===== config.mk =====
export PLATFORM = sky130hd
export DESIGN_NAME = mem_rr_arbiter
export DESIGN_NICKNAME = d
export VERILOG_FILES = /design/src/rtl/mem_rr_arbiter.sv
export SDC_FILE = /design/constraint.sdc
export NUM_CORES = 1
export LEC_CHECK = 0
export ABC_AREA = 1
export CORE_ASPECT_RATIO = 1.4
export CORE_MARGIN = 2
export CORE_UTILIZATION = 40
export CTS_BUF_LIST = sky130_fd_sc_hd__clkbuf_4
export DETAILED_ROUTE_END_ITERATION = 16
export GPL_TIMING_DRIVEN = 0
export PLACE_DENSITY = 0.76
export SETUP_SLACK_MARGIN = 0.4
export SLEW_MARGIN = 5
export SYNTH_ARGS = -nofsm -noshare
export SYNTH_HDL_FRONTEND = slang
export SYNTH_SLANG_ARGS = --single-unit

===== constraint.sdc =====
create_clock -name clk -period 1.38 [get_ports clk]
set_input_delay 0.276 -clock clk [delete_from_list [all_inputs] [get_ports clk]]
set_output_delay 0.276 -clock clk [all_outputs]
set_load 0.1 [all_outputs]

===== src/rtl/mem_rr_arbiter.sv =====
// Round-robin arbiter that shares one single-port synchronous RAM between
// NCORES requesters. One transaction is in flight at a time, with a req/ack handshake per core.
module mem_rr_arbiter #(
    parameter int NCORES = 2,
    parameter int AW     = 8,
    parameter int DW     = 8
) (
    input  logic                 clk,
    input  logic                 rst,
    input  logic [NCORES-1:0]    req,
    input  logic [NCORES-1:0]    wr,
    input  logic [NCORES*AW-1:0] addr,
    input  logic [NCORES*DW-1:0] din,
    input  logic [DW-1:0]        ram_q,
    output logic [AW-1:0]        ram_addr,
    output logic [DW-1:0]        ram_din,
    output logic                 ram_wren,
    output logic [NCORES-1:0]    grant,
    output logic [NCORES-1:0]    ack,
    output logic [DW-1:0]        dq,
    output logic                 busy
);

    localparam int IW = (NCORES > 1) ? $clog2(NCORES) : 1;

    typedef enum logic [1:0] {
        IDLE   = 2'd0,
        ISSUE  = 2'd1,
        RDWAIT = 2'd2,
        ACK    = 2'd3
    } state_t;

    state_t             state_r, state_s;
    logic [IW-1:0]      last_r, last_s;
    logic [IW-1:0]      win_r, win_s;
    logic [IW-1:0]      pick_s, idx_s;
    logic               found_s;
    logic [NCORES-1:0]  grant_r, grant_s;
    logic [NCORES-1:0]  ack_r, ack_s;
    logic [AW-1:0]      ram_addr_r, ram_addr_s;
    logic [DW-1:0]      ram_din_r, ram_din_s;
    logic               ram_wren_r, ram_wren_s;
    logic [DW-1:0]      dq_r, dq_s;
    logic               busy_r, busy_s;

    // Round-robin search: first requesting core above the last owner, with wrap
    always_comb begin
        pick_s  = '0;
        idx_s   = '0;
        found_s = 1'b0;
        for (int k = 1; k <= NCORES; k++) begin
            idx_s = IW'((int'(last_r) + k) % NCORES);
            if (!found_s && req[idx_s]) begin
                found_s = 1'b1;
                pick_s  = idx_s;
            end else begin
                found_s = found_s;
            end
        end
    end

    // Next-state and next-output logic of the transaction FSM
    always_comb begin
        state_s    = state_r;
        last_s     = last_r;
        win_s      = win_r;
        grant_s    = grant_r;
        ack_s      = ack_r;
        ram_addr_s = ram_addr_r;
        ram_din_s  = ram_din_r;
        ram_wren_s = ram_wren_r;
        dq_s       = dq_r;
        busy_s     = busy_r;
        case (state_r)
            IDLE: begin
                if (found_s) begin
                    win_s      = pick_s;
                    ram_addr_s = addr[int'(pick_s)*AW +: AW];
                    ram_din_s  = din[int'(pick_s)*DW +: DW];
                    ram_wren_s = wr[pick_s];
                    grant_s    = NCORES'(1) << pick_s;
                    busy_s     = 1'b1;
                    state_s    = ISSUE;
                end else begin
                    state_s = IDLE;
                end
            end
            ISSUE: begin
                // ram_wren_r still holds the owner's direction during ISSUE
                ram_wren_s = 1'b0;
                if (ram_wren_r) begin
                    ack_s   = grant_r;
                    state_s = ACK;
                end else begin
                    state_s = RDWAIT;
                end
            end
            RDWAIT: begin
                dq_s    = ram_q;
                ack_s   = grant_r;
                state_s = ACK;
            end
            ACK: begin
                ack_s   = '0;
                grant_s = '0;
                busy_s  = 1'b0;
                last_s  = win_r;
                state_s = IDLE;
            end
            default: begin
                ram_wren_s = 1'b0;
                ack_s      = '0;
                grant_s    = '0;
                busy_s     = 1'b0;
                state_s    = IDLE;
            end
        endcase
    end

    // State and output registers; reset gives core 0 top priority
    always_ff @(posedge clk or posedge rst) begin
        if (rst) begin
            state_r    <= IDLE;
            last_r     <= IW'(NCORES - 1);
            win_r      <= '0;
            grant_r    <= '0;
            ack_r      <= '0;
            ram_addr_r <= '0;
            ram_din_r  <= '0;
            ram_wren_r <= 1'b0;
            dq_r       <= '0;
            busy_r     <= 1'b0;
        end else begin
            state_r    <= state_s;
            last_r     <= last_s;
            win_r      <= win_s;
            grant_r    <= grant_s;
            ack_r      <= ack_s;
            ram_addr_r <= ram_addr_s;
            ram_din_r  <= ram_din_s;
            ram_wren_r <= ram_wren_s;
            dq_r       <= dq_s;
            busy_r     <= busy_s;
        end
    end

    assign ram_addr = ram_addr_r;
    assign ram_din  = ram_din_r;
    assign ram_wren = ram_wren_r;
    assign grant    = grant_r;
    assign ack      = ack_r;
    assign dq       = dq_r;
    assign busy     = busy_r;

endmodule


==> impl_metrics.tcl <==
set metrics [dict create \
    status "finished, violations left" \
    failed_checks "design-rule violations" \
    grt_pass1_wl_mm 8.031 \
    start_util_pct 42.03 \
    avgSynthCellArea_sq_um 7.829 \
    crit_top_cell "nor2_1" \
    setup_viol 0 \
    startpoint "state_r[1]$_DFF_PP0_" \
    max_stage_delay_ns 0.41 \
    start_kind "flop" \
    cts_tree "built" \
    fin_nets 378 \
    ys_types 18 \
    worst_slew_margin_rel_pct 46.63 \
    min_path_type "primary input to flop" \
    grt_setup_unrepaired "yes" \
    rr_endpoint "ram_wren$_DFFE_PP0P_" \
    cts_buffers 5 \
    viasPerCell 5.062 \
    coreArea_sq_mm 0.003986 \
    netlist_area_sq_mm 0.001675 \
    drtPass1Iterations 10 \
    period_share_pct 97.95 \
    finClkSkew_ns 0.004270 \
    min_period_ns 1.352 \
    synth_fp_nets 265 \
    synthCells 214 \
    slew_violations 0 \
    antenna_found_initial 0 \
    synth_top_cell_by_area "dfrtp_1" \
    fmax_mhz 739.8 \
    maxCapViolCount 0 \
    drt-met1-wl_mm 2.225 \
    hold_viol 0 \
    ys_warn_count 0 \
    tightest_slew_ns 0.7962 \
    cp.depth 8 \
    cp.arrival_ns 1.60 \
    setup_tns_ns 0 \
    rows 27 \
    vias 1878 \
    synth.area.top_cells "dfrtp_1 49%, nand2_1 26%, nand3_1 6.6%" \
    postRouteAntennaNets 0 \
    cp.required_ns 1.62 \
    met2RoutedLength_mm 3.360 \
    reg2reg_depth 8 \
    ys_seq_area_share_pct 50.86 \
    track_usage_pct 22.41 \
    cts_buffer_depth 2 \
    worstSetupPathType "flop to flop" \
    cts.sinks 34 \
    path_cells "inv_2 -> ha_4 -> inv_4 -> nor2_4 -> buf_6 -> nand2_1 -> nor2_1 -> nor2_1" \
    end_kind "flop" \
    path_delay_family "flip-flops" \
    die_w_microns 58.70 \
    ys_seq_elements 34 \
    drive_above_1_share_pct 50.61 \
    portBuffers 74 \
    post-route-drc-count 3 \
    cts-root-buf "clkbuf_4" \
    worst_path_max_delay_cell "dfrtp_1" \
    htree_levels 2 \
    cp_max_fo 7 \
    synth_top_area_share_pct 49.29 \
    diodes 0 \
    wl_met3_microns 251 \
    grt_overflow 0 \
    post-dp-hpwl_mm 3.116 \
    cp.buffers_inverters 3 \
    wl_per_cell_microns 16.37 \
    syn2layout_area_growth_pct 99.48 \
    die_h_microns 80.58 \
    clock_latency_ns 0.35 \
    dieArea_sq_mm 0.004729 \
    cp-endpoint "ram_wren$_DFFE_PP0P_" \
    clk_pin_slew_ns 0.10 \
    ios 76 \
    grt_max_degree 35 \
    gp_congestion 0.7253 \
    highest_layer "met4" \
    reg2reg_slack_ns 0.03 \
    drt_iter0_drc 70 \
    finalWirelength_mm 6.075 \
    grt_pass1_vias 1748 \
    r2r_start "state_r[1]$_DFF_PP0_" \
]
registers in the layout, summed over array words and instances (netlist names), 2 cells and up:
name	flops
dq	8
ram_addr	8
ram_din	8
ack	2
grant	2
state_r	2
cells by family after synthesis:
group,share of synthesized area [%]
DFF,50.86
and+or+nand+nor,35.03
AOI/OAI and AO/OA,2.912
buffers and inverters,7.468
adders and majority gates,3.734
final cells by class:
class	count	area (sq um)
plain buffers	10	113.9
repair buffers	105	1247
fillers	210	644.4
flip-flops and latches	34	892.1
clock inverters	2	8.758
multi-input cells	159	910.9
repair inverters	1	5.005
clock buffers	6	45.04
inverters	11	65.06
well taps	43	53.80
how the worst min path moves through the flow:
stage                           startpoint                      end  slack (ns)  cells past startpoint
floorplan                              rst     state_r[0]$_DFF_PP0_        0.22                      1
global placement    ram_din[4]$_DFFE_PP0P_   ram_din[4]$_DFFE_PP0P_        0.46                      2
detailed placement      last_r$_DFFE_PP1P_       last_r$_DFFE_PP1P_        0.46                      2
CTS                                 req[1]  ram_addr[7]$_DFFE_PP0P_        0.31                      5
global route                        req[1]  ram_addr[4]$_DFFE_PP0P_        0.32                      5
finish                              req[1]  ram_addr[7]$_DFFE_PP0P_        0.30                      5
placed cells by master, fill, tap and decap left out, types with 2 or more instances in the layout:
cell and n:
inv_4 3, clkbuf_4 6, ha_4 4, nand2_4 7
buf_12 23, buf_2 2, a21oi_4 2, o21ai_1 5
buf_6 20, nand3_1 17, nand3_2 5, inv_1 3
clkdlybuf4s50_1 44, nand2_1 84, dfrtp_2 29, dfrtp_1 3
nor2_1 3, nand2_2 27, buf_4 22, buf_8 4
inv_2 3
metal layers:
layer | track usage [%] | up-vias
li1 | - | 887
met1 | 24.82 | 898
met2 | 41.35 | 73
met3 | 4.348 | 20
met4 | 8.182 | 0
met5 | 0 | -
timing repair:
item                       CTS  global route
gates resized for setup    271            61
gates cloned                 4             1
hold buffers                 0             0
setup endpoints to repair   62            64
pin swaps                   15             9
buffers inserted            14            13
cell usage after synthesis:
library cell	n
dfstp_2	1
nor2_2	1
nor2_4	1
ha_1	5
nor2_1	3
nand2_2	2
buf_4	1
dfrtp_1	33
inv_2	1
buf_2	4
nand3_1	22
buf_6	5
a21oi_1	2
inv_1	10
o21ai_1	1
o21ai_0	5
nand2_1	116
o21ai_2	1
metrics by stage:
stage	hold WS, ns	cell area (sq um)	cells	util (%)	worst slack [ns]
CTS	0.3080	3002	357	75.30	0.08730
global placement	0.4580	2564	331	64.31	-0.4457
finish	0.3001	3342	371	83.84	0.02828
floorplan	0.2155	1769	214	-	0.2075
detailed placement	0.4616	2564	331	64.31	-0.4454
global route	0.3231	3342	371	83.84	-0.05459
tightest hold or removal path: stages:
cell	delay (ns)
buf_6	0.13
nand3_1	0.08
nand2_1	0.05
nand2_1	0.05
nand2_1	0.05
Power is not shown: default switching activity piles up to over one toggle a cycle in this logic, so the estimate is an artifact.
